## src/rtl/fpcvt_arbiter_pkg.sv

```systemverilog
// fpcvt_arbiter_pkg: shared widths, source tags, FSM states and the saturated-result code.
package fpcvt_arbiter_pkg;

    localparam int DATA_W = 13;
    localparam int MAG_W  = 12;
    localparam int S_W    = 1;
    localparam int E_W    = 3;
    localparam int F_W    = 5;

    localparam logic SRC_A = 1'b0;
    localparam logic SRC_B = 1'b1;

    localparam logic [E_W-1:0] SAT_E = 3'd7;
    localparam logic [F_W-1:0] SAT_F = 5'd31;

    typedef enum logic [1:0] {
        IDLE = 2'd0,
        CONV = 2'd1,
        HOLD = 2'd2
    } state_t;

endpackage

```

## src/rtl/fpcvt_arbiter_fpcvt.sv

```systemverilog
// fpcvt_arbiter_fpcvt: 13-bit two's complement to sign/3-bit exponent/5-bit mantissa,
// round half-up, saturating at E=7 F=31.
module fpcvt_arbiter_fpcvt
    import fpcvt_arbiter_pkg::*;
(
    input  logic [DATA_W-1:0] d_i,
    output logic              s_o,
    output logic [E_W-1:0]    e_o,
    output logic [F_W-1:0]    f_o
);

    logic [DATA_W-1:0] neg;
    logic [MAG_W-1:0]  mag;
    logic [E_W-1:0]    e;
    logic [5:0]        t;
    logic [F_W:0]      r;

    always_comb begin
        neg = ~d_i + 1'b1;
        // only -4096 sets the carry into bit 12; clamp it to the largest magnitude
        mag = !d_i[DATA_W-1] ? d_i[MAG_W-1:0] : neg[DATA_W-1] ? '1 : neg[MAG_W-1:0];
        e = '0;
        for (int i = 5; i < MAG_W; i++)
            if (mag[i]) e = E_W'(i - 4);
        // t[5:1] is the mantissa window, t[0] the rounding bit (0 when E=0)
        t = 6'({mag, 1'b0} >> e);
        r = {1'b0, t[5:1]} + {5'b0, t[0]};
        s_o = d_i[DATA_W-1];
        e_o = !r[F_W] ? e : (e == SAT_E) ? SAT_E : e + 1'b1;
        f_o = !r[F_W] ? r[F_W-1:0] : (e == SAT_E) ? SAT_F : F_W'(16);
    end

endmodule

```

## src/rtl/fpcvt_arbiter.sv

```systemverilog
// fpcvt_arbiter: round-robin share of one FPCVT between sources A and B, with a
// registered result stage, valid/ready output handshake and a saturated-result counter.
module fpcvt_arbiter
    import fpcvt_arbiter_pkg::*;
#(
    parameter int CNT_W = 8
) (
    input  logic              clk,
    input  logic              rst,
    input  logic              a_valid,
    input  logic [DATA_W-1:0] a_data,
    output logic              a_ready,
    input  logic              b_valid,
    input  logic [DATA_W-1:0] b_data,
    output logic              b_ready,
    output logic              out_valid,
    input  logic              out_ready,
    output logic              out_src,
    output logic [S_W-1:0]    out_s,
    output logic [E_W-1:0]    out_e,
    output logic [F_W-1:0]    out_f,
    output logic [CNT_W-1:0]  sat_cnt
);

    state_t            state_q, state_d;
    logic              last_q;
    logic              tag_q;
    logic [DATA_W-1:0] cap_q;
    logic              gnt_b;
    logic              cv_s;
    logic [E_W-1:0]    cv_e;
    logic [F_W-1:0]    cv_f;
    logic              src_q, s_q;
    logic [E_W-1:0]    e_q;
    logic [F_W-1:0]    f_q;
    logic [CNT_W-1:0]  sat_q;

    fpcvt_arbiter_fpcvt u_fpcvt (
        .d_i (cap_q),
        .s_o (cv_s),
        .e_o (cv_e),
        .f_o (cv_f)
    );

    always_ff @(posedge clk) begin
        if (rst) state_q <= IDLE;
        else     state_q <= state_d;
    end

    always_comb begin
        state_d = (state_q == IDLE) ? ((a_valid | b_valid) ? CONV : IDLE) :
                  (state_q == CONV) ? HOLD :
                  out_ready ? IDLE : HOLD;
    end

    // B wins alone, or on a tie when A was served last
    always_comb begin
        gnt_b     = b_valid & (!a_valid | (last_q == SRC_A));
        a_ready   = (state_q == IDLE) & a_valid & !gnt_b;
        b_ready   = (state_q == IDLE) & gnt_b;
        out_valid = (state_q == HOLD);
    end

    always_ff @(posedge clk) begin
        if (rst) begin
            last_q <= SRC_B;
            tag_q  <= SRC_A;
            cap_q  <= '0;
            src_q  <= SRC_A;
            s_q    <= 1'b0;
            e_q    <= '0;
            f_q    <= '0;
            sat_q  <= '0;
        end else begin
            if (a_ready | b_ready) begin
                cap_q  <= b_ready ? b_data : a_data;
                tag_q  <= b_ready;
                last_q <= b_ready;
            end
            if (state_q == CONV) begin
                src_q <= tag_q;
                s_q   <= cv_s;
                e_q   <= cv_e;
                f_q   <= cv_f;
            end
            if (out_valid && out_ready && e_q == SAT_E && f_q == SAT_F && sat_q != '1)
                sat_q <= sat_q + 1'b1;
        end
    end

    assign out_src = src_q;
    assign out_s   = s_q;
    assign out_e   = e_q;
    assign out_f   = f_q;
    assign sat_cnt = sat_q;

endmodule

```

## config.mk

```make
export PLATFORM = sky130hd
export DESIGN_NAME = fpcvt_arbiter
export DESIGN_NICKNAME = d
export VERILOG_FILES = /design/src/rtl/fpcvt_arbiter_pkg.sv /design/src/rtl/fpcvt_arbiter_fpcvt.sv /design/src/rtl/fpcvt_arbiter.sv
export SDC_FILE = /design/constraint.sdc
export NUM_CORES = 1
export LEC_CHECK = 0
export ABC_AREA = 1
export BUFFER_PORTS_ARGS = -buffer_cell sky130_fd_sc_hd__buf_2
export CORE_MARGIN = 4
export CORE_UTILIZATION = 40
export CTS_CLUSTER_DIAMETER = 30
export DETAILED_ROUTE_END_ITERATION = 8
export PLACE_DENSITY = 0.72
export SETUP_SLACK_MARGIN = 0.02
export SLEW_MARGIN = 0
export SYNTH_ARGS = -nofsm -noshare
export SYNTH_HDL_FRONTEND = slang
export SYNTH_SLANG_ARGS = --single-unit
```

## constraint.sdc

```tcl
create_clock -name clk -period 8.8 [get_ports clk]
set_input_delay 0.88 -clock clk [delete_from_list [all_inputs] [get_ports clk]]
set_output_delay 0.88 -clock clk [all_outputs]
set_load 0.1 [all_outputs]
```

Yosys cells after proc, flatten, opt, wreduce, memory -nomap -nowiden --
Index checks and enable logic that the tools add are counted.
Storage, ports and cells: bits in registers 35, bits in latches 0, RAM bits 0, bits in read-only memories 0, bits of input ports 31, output and inout bits 21, word-level logic and storage cells 54, memories kept 0
Operators by class: add/sub/neg operators 4, multiply operators 0, divide/modulo/power cells 0, order comparisons 0, equal/unequal tests 6, shifts and indexed selects 1, mux-type cells 18, bitwise logic cells 9, reduce and logical (&&, ||, !) cells 7
Operators by type and width (number):
- $mux 12 | 2
- $mux 3 | 6
- $add 13x1->13 const B | 1
- $mux 13 | 1
- $not 13->13 | 1
- $shr 13x3->6 | 1
- $mux 2 | 5
- $add 8x1->8 const B | 1
- $ne 8x8->1 const B | 1
- $add 5x1->6 | 1
- $eq 3x3->1 const B | 2
- $eq 5x5->1 const B | 1
- $mux 5 | 1
- $and 1x1->1 | 4
- $logic_and 1x1->1 | 4
- $mux 4 | 1
- $add 3x1->3 const B | 1
- $or 1x1->1 | 3
- $eq 2x1->1 const B | 1
- $eq 2x2->1 const B | 1
- $logic_not 1->1 | 2
- $logic_not 2->1 | 1
- $mux 1 | 2
- $not 1->1 | 1

Depth between registers and ports, before layout --
word-level depth 14, gate-level depth with buffers 28, depth with buffers taken out 27

Cells and area by module --
From an unflattened synthesis, not the netlist that was laid out.
Second synthesis, totals: cell total of the unflattened synthesis 493, area total of the unflattened synthesis 2946.6 um^2
Modules (own cells, without submodules):
- fpcvt_arbiter | instances 1, cells an instance 267, area each 1791.7 um^2, seq. area each 700.7 um^2
- fpcvt_arbiter_fpcvt | instances 1, cells an instance 226, area each 1154.9 um^2, seq. area each 0.0 um^2

Worst setup path before layout --
Ideal clock, no wire load.
path type in2out, start point input a_valid, end point output a_ready, data arrival time 2.527 ns, required time 7.920 ns, slack 5.393 ns, cell stages on the path 2, path buffers 0, path through nand2_1 -> a21oi_1
On the way: cells in the longest elaborated chain, start to end 5, elaborated cells on any way between the ends 6, those cells by class 4 x bitwise; 2 x reduce/logical
RTL lines:
- start, declared | RTL line fpcvt_arbiter.sv:10 | input logic a_valid,
- $logic_not 1->1 | RTL line fpcvt_arbiter.sv:58 | gnt_b = b_valid & (!a_valid | (last_q == SRC_A));
- $or 1x1->1 | RTL line fpcvt_arbiter.sv:58
- $and 1x1->1 | RTL line fpcvt_arbiter.sv:58
- $logic_not 1->1 | RTL line fpcvt_arbiter.sv:59 | a_ready = (state_q == IDLE) & a_valid & !gnt_b;
- $and 1x1->1 (*) | RTL line fpcvt_arbiter.sv:59
- end, declared | RTL line fpcvt_arbiter.sv:12 | output logic a_ready,
Every way passes the cells marked *; elsewhere a longest branch is shown, timed or not.

Worst setup path after layout --
start point register cap_q[0], end point register f_q[4] (netlist: out_f[4])
On the way: cells in the longest elaborated chain, start to end 14
RTL lines:
- start, declared | RTL line fpcvt_arbiter.sv:28 | logic [DATA_W-1:0] cap_q;
- start signal, assigned | RTL line fpcvt_arbiter.sv:76 | cap_q <= b_ready ? b_data : a_data;
- $not 13->13 | RTL line fpcvt_arbiter_fpcvt.sv:19 | neg = ~d_i + 1'b1;
- $add 13x1->13 | RTL line fpcvt_arbiter_fpcvt.sv:19
- $mux 12 | RTL line fpcvt_arbiter_fpcvt.sv:21 | mag = !d_i[DATA_W-1] ? d_i[MAG_W-1:0] : neg[DATA_W-1] ? '1 : neg[MAG_W-1:0];
- $mux 12 (*) | RTL line fpcvt_arbiter_fpcvt.sv:21
- $mux 1 | RTL line fpcvt_arbiter_fpcvt.sv:24 | if (mag[i]) e = E_W'(i - 4);
- $mux 2 (2 in series) | RTL line fpcvt_arbiter_fpcvt.sv:24
- $mux 3 (4 in series) | RTL line fpcvt_arbiter_fpcvt.sv:24
- $shr 13x3->6 (*) | RTL line fpcvt_arbiter_fpcvt.sv:26 | t = 6'({mag, 1'b0} >> e);
- $add 5x1->6 (*) | RTL line fpcvt_arbiter_fpcvt.sv:27 | r = {1'b0, t[5:1]} + {5'b0, t[0]};
- $mux 5 (*) | RTL line fpcvt_arbiter_fpcvt.sv:30 | f_o = !r[F_W] ? r[F_W-1:0] : (e == SAT_E) ? SAT_F : F_W'(16);
- end signal, assigned | RTL line fpcvt_arbiter.sv:84 | f_q <= cv_f;
- end, declared | RTL line fpcvt_arbiter.sv:35 | logic [F_W-1:0] f_q;
Marks and branches as above. A chain may end at the register's enable or synchronous reset.

==> impl_metrics.tcl <==
set metrics [dict create \
    post-synth-top-count-cell "nand2_1" \
    relSlewSlack_pct 47.7 \
    synthArstFlopShare_pct 0 \
    max-vdd-ir-drop_v 0.000125 \
    switching_share_pct 51.6 \
    clk_pin_slew_ps 80 \
    cts_sinks 35 \
    initial_core_util_pct 42.1 \
    grt_start_max_net_pins 23 \
    p_switching_uw 396 \
    pre_cts_slack_ps 5580 \
    grt_pass1_wl_um 10000 \
    intPower_uw 371 \
    hold_viol_final 0 \
    cp.required_ps 8970 \
    fp.dieH_um 87.8 \
    post_drt_wl_per_cell_um 11.7 \
    rsz0062_at_grt "false" \
    layout.cells.non_filler 494 \
    fin_nets 454 \
    antenna_found_initial 0 \
    die_area_um2 7710 \
    worst_setup_path_start_kind "register" \
    n_antenna_cell 0 \
    cp_data_arrival_time_ps 3400 \
    ys_warn_count 0 \
    route.vias.total 2492 \
    htreeDepth 2 \
    crit_type "reg2reg" \
    synthesis.nets 408 \
    area_delta_synth_final_pct 14.2 \
    fin_crit_sh_pct 36.7 \
    leakage_uw 0.00142 \
    power_frac_seq_pct 24.9 \
    placementRows 28 \
    p_total_uw 767 \
    yosys-top-cells-area "dfxtp_1, nand2_1, nand3_1" \
    synth_common_cells "nand2_1, nand3_1, inv_1" \
    dp.cells 486 \
    nFillCells 623 \
    syn_area_per_cell_um2 6.85 \
    ctsHoldBuffers 0 \
    synth_seq_area_share_pct 27.5 \
    pwr-share-comb_pct 60.1 \
    cts_resized 0 \
    gp_congestion 0.848 \
    hold_ws_ps 466 \
    clock_skew_ps 10.8 \
    drv_cap 0 \
    path_max_fanout 11 \
    final_antenna_net_count 0 \
    setup_ws_ps 5570 \
    dpl.hpwl_um 4700 \
    io_pins 52 \
    timing.final.crit_period_ps 3230 \
    grt_usage_pct 16.0 \
    cp-end-kind "register" \
    clk_latency_ps 280 \
    postSynthCellCount 372 \
    synth_top_area_share_pct 27.5 \
    clockRootBuffer "clkbuf_8" \
    die_x_um 87.8 \
    drc_errors 0 \
    tightest_slew_ps 782 \
    vias_per_cell 5.04 \
    post_cts_buffers 0 \
    syn_area_um2 2550 \
    coreArea_um2 6060 \
    ys_ff_latch 35 \
    setup_violations 0 \
    numCtsBuffers 5 \
    min_path_type "reg2reg" \
    drive_gt1_share_pct 25.3 \
    yosys.cell_types.count 39 \
    first_pass_iters 4 \
    cts_tree "done" \
    yosysTopAreaCell "dfxtp_1" \
    synth_edf_count 0 \
    wl_um 5790 \
    power_density_nw_per_um2 263 \
    first_iter_violations 158 \
    max_freq_ghz 0.310 \
    fin_tns_setup_ps 0 \
    overflow 0 \
    clockBufferDepth 2 \
    p_clk_share_pct 15.0 \
    synth_ff_type "dfxtp_1" \
    grt_pass1_vias 2321 \
    report.final.slew_viol_count 0 \
    portBuffers 51 \
    status "finished clean" \
]
==> placed cells by master, fill, tap and decap left out, types with 7 or more instances in the layout <==
| master | n |
|---|---|
| a21oi_1 | 30 |
| buf_2 | 51 |
| nand2_1 | 73 |
| nand3_1 | 44 |
| inv_1 | 40 |
| o221ai_1 | 13 |
| inv_2 | 9 |
| o21ai_0 | 10 |
| nor2_1 | 38 |
| dfxtp_1 | 35 |
| nand3_2 | 7 |
| nand2_2 | 10 |
==> power by group through the flow <==
stage          clock network, uW  logic, uW  registers, uW
2_1_floorplan                  0        355            235
5_1_grt                      125        519            194
6_report                     115        461            191
3_3_place_gp                   0        458            194
3_5_place_dp                   0        461            195
4_1_cts                      117        462            191
==> per-stage QoR <==
step	utilization (%)	instance area, um2
after global routing	48.0	2910
after floorplan	-	2550
final	48.0	2910
after detailed placement	46.6	2830
after CTS	48.0	2910
after global placement	46.6	2830
==> worst max-delay path, stage by stage, from the launching register on <==
cell and delay, ps:
dfxtp_1 350, inv_1 100, ha_1 220, inv_1 90, nor3_2 50, nand3_2 100
inv_2 50, nand3_4 90, clkinv_4 120, nor2_8 170, inv_4 60, nor2_8 90
o21ai_4 100, inv_2 200, nand3_1 130, nand2_2 110, nor2_1 40, a31oi_1 150
ha_1 230, ha_1 180, inv_1 40, nor2_1 140, nand2_1 80, xnor2_1 150
a21oi_1 80
==> layer usage <==
layer / track usage (%) / wire length, um
met1: 21.4 / 2780
met2: 25.8 / 2620
met3: 2.16 / 289
met4: 6.56 / 94
met5: 0 / 0
==> area by class of cell <==
class,count,area (um2),area share [%]
Timing Repair Buffer,51,255,8.77
Tap cell,75,93.8,3.22
Inverter,52,203,6.96
Sequential cell,35,701,24.1
Multi-Input combinational cell,273,1570,54.1
Clock buffer,6,72.6,2.49
Clock inverter,2,12.5,0.430
==> sequential cells by signal, indices dropped and copies added (netlist names) <==
name	flops
state_q	2
sat_cnt	8
out_f	5
last_q	1
tag_q	1
out_s	1
cap_q	13
out_src	1
out_e	3
==> worst paths after layout <==
kind / start / end / slack, ps / cells past startpoint
worst max-delay path: cap_q[0] / out_f[4] / 5570 / 24
worst min-delay path: sat_cnt[3] / sat_cnt[3] / 470 / 2
worst max register to register: cap_q[0] / out_f[4] / 5570 / 24
worst min register to register: sat_cnt[3] / sat_cnt[3] / 470 / 2
==> cell families after synthesis <==
logic type / Yosys count / synth area share (%)
compound gates: 64 / 15.8
xor+xnor: 6 / 2.06
fa+ha+maj: 5 / 2.45
buf+inv: 64 / 10.8
flops: 35 / 27.5
simple gates: 198 / 41.4
(Power assumes the default switching activity.)
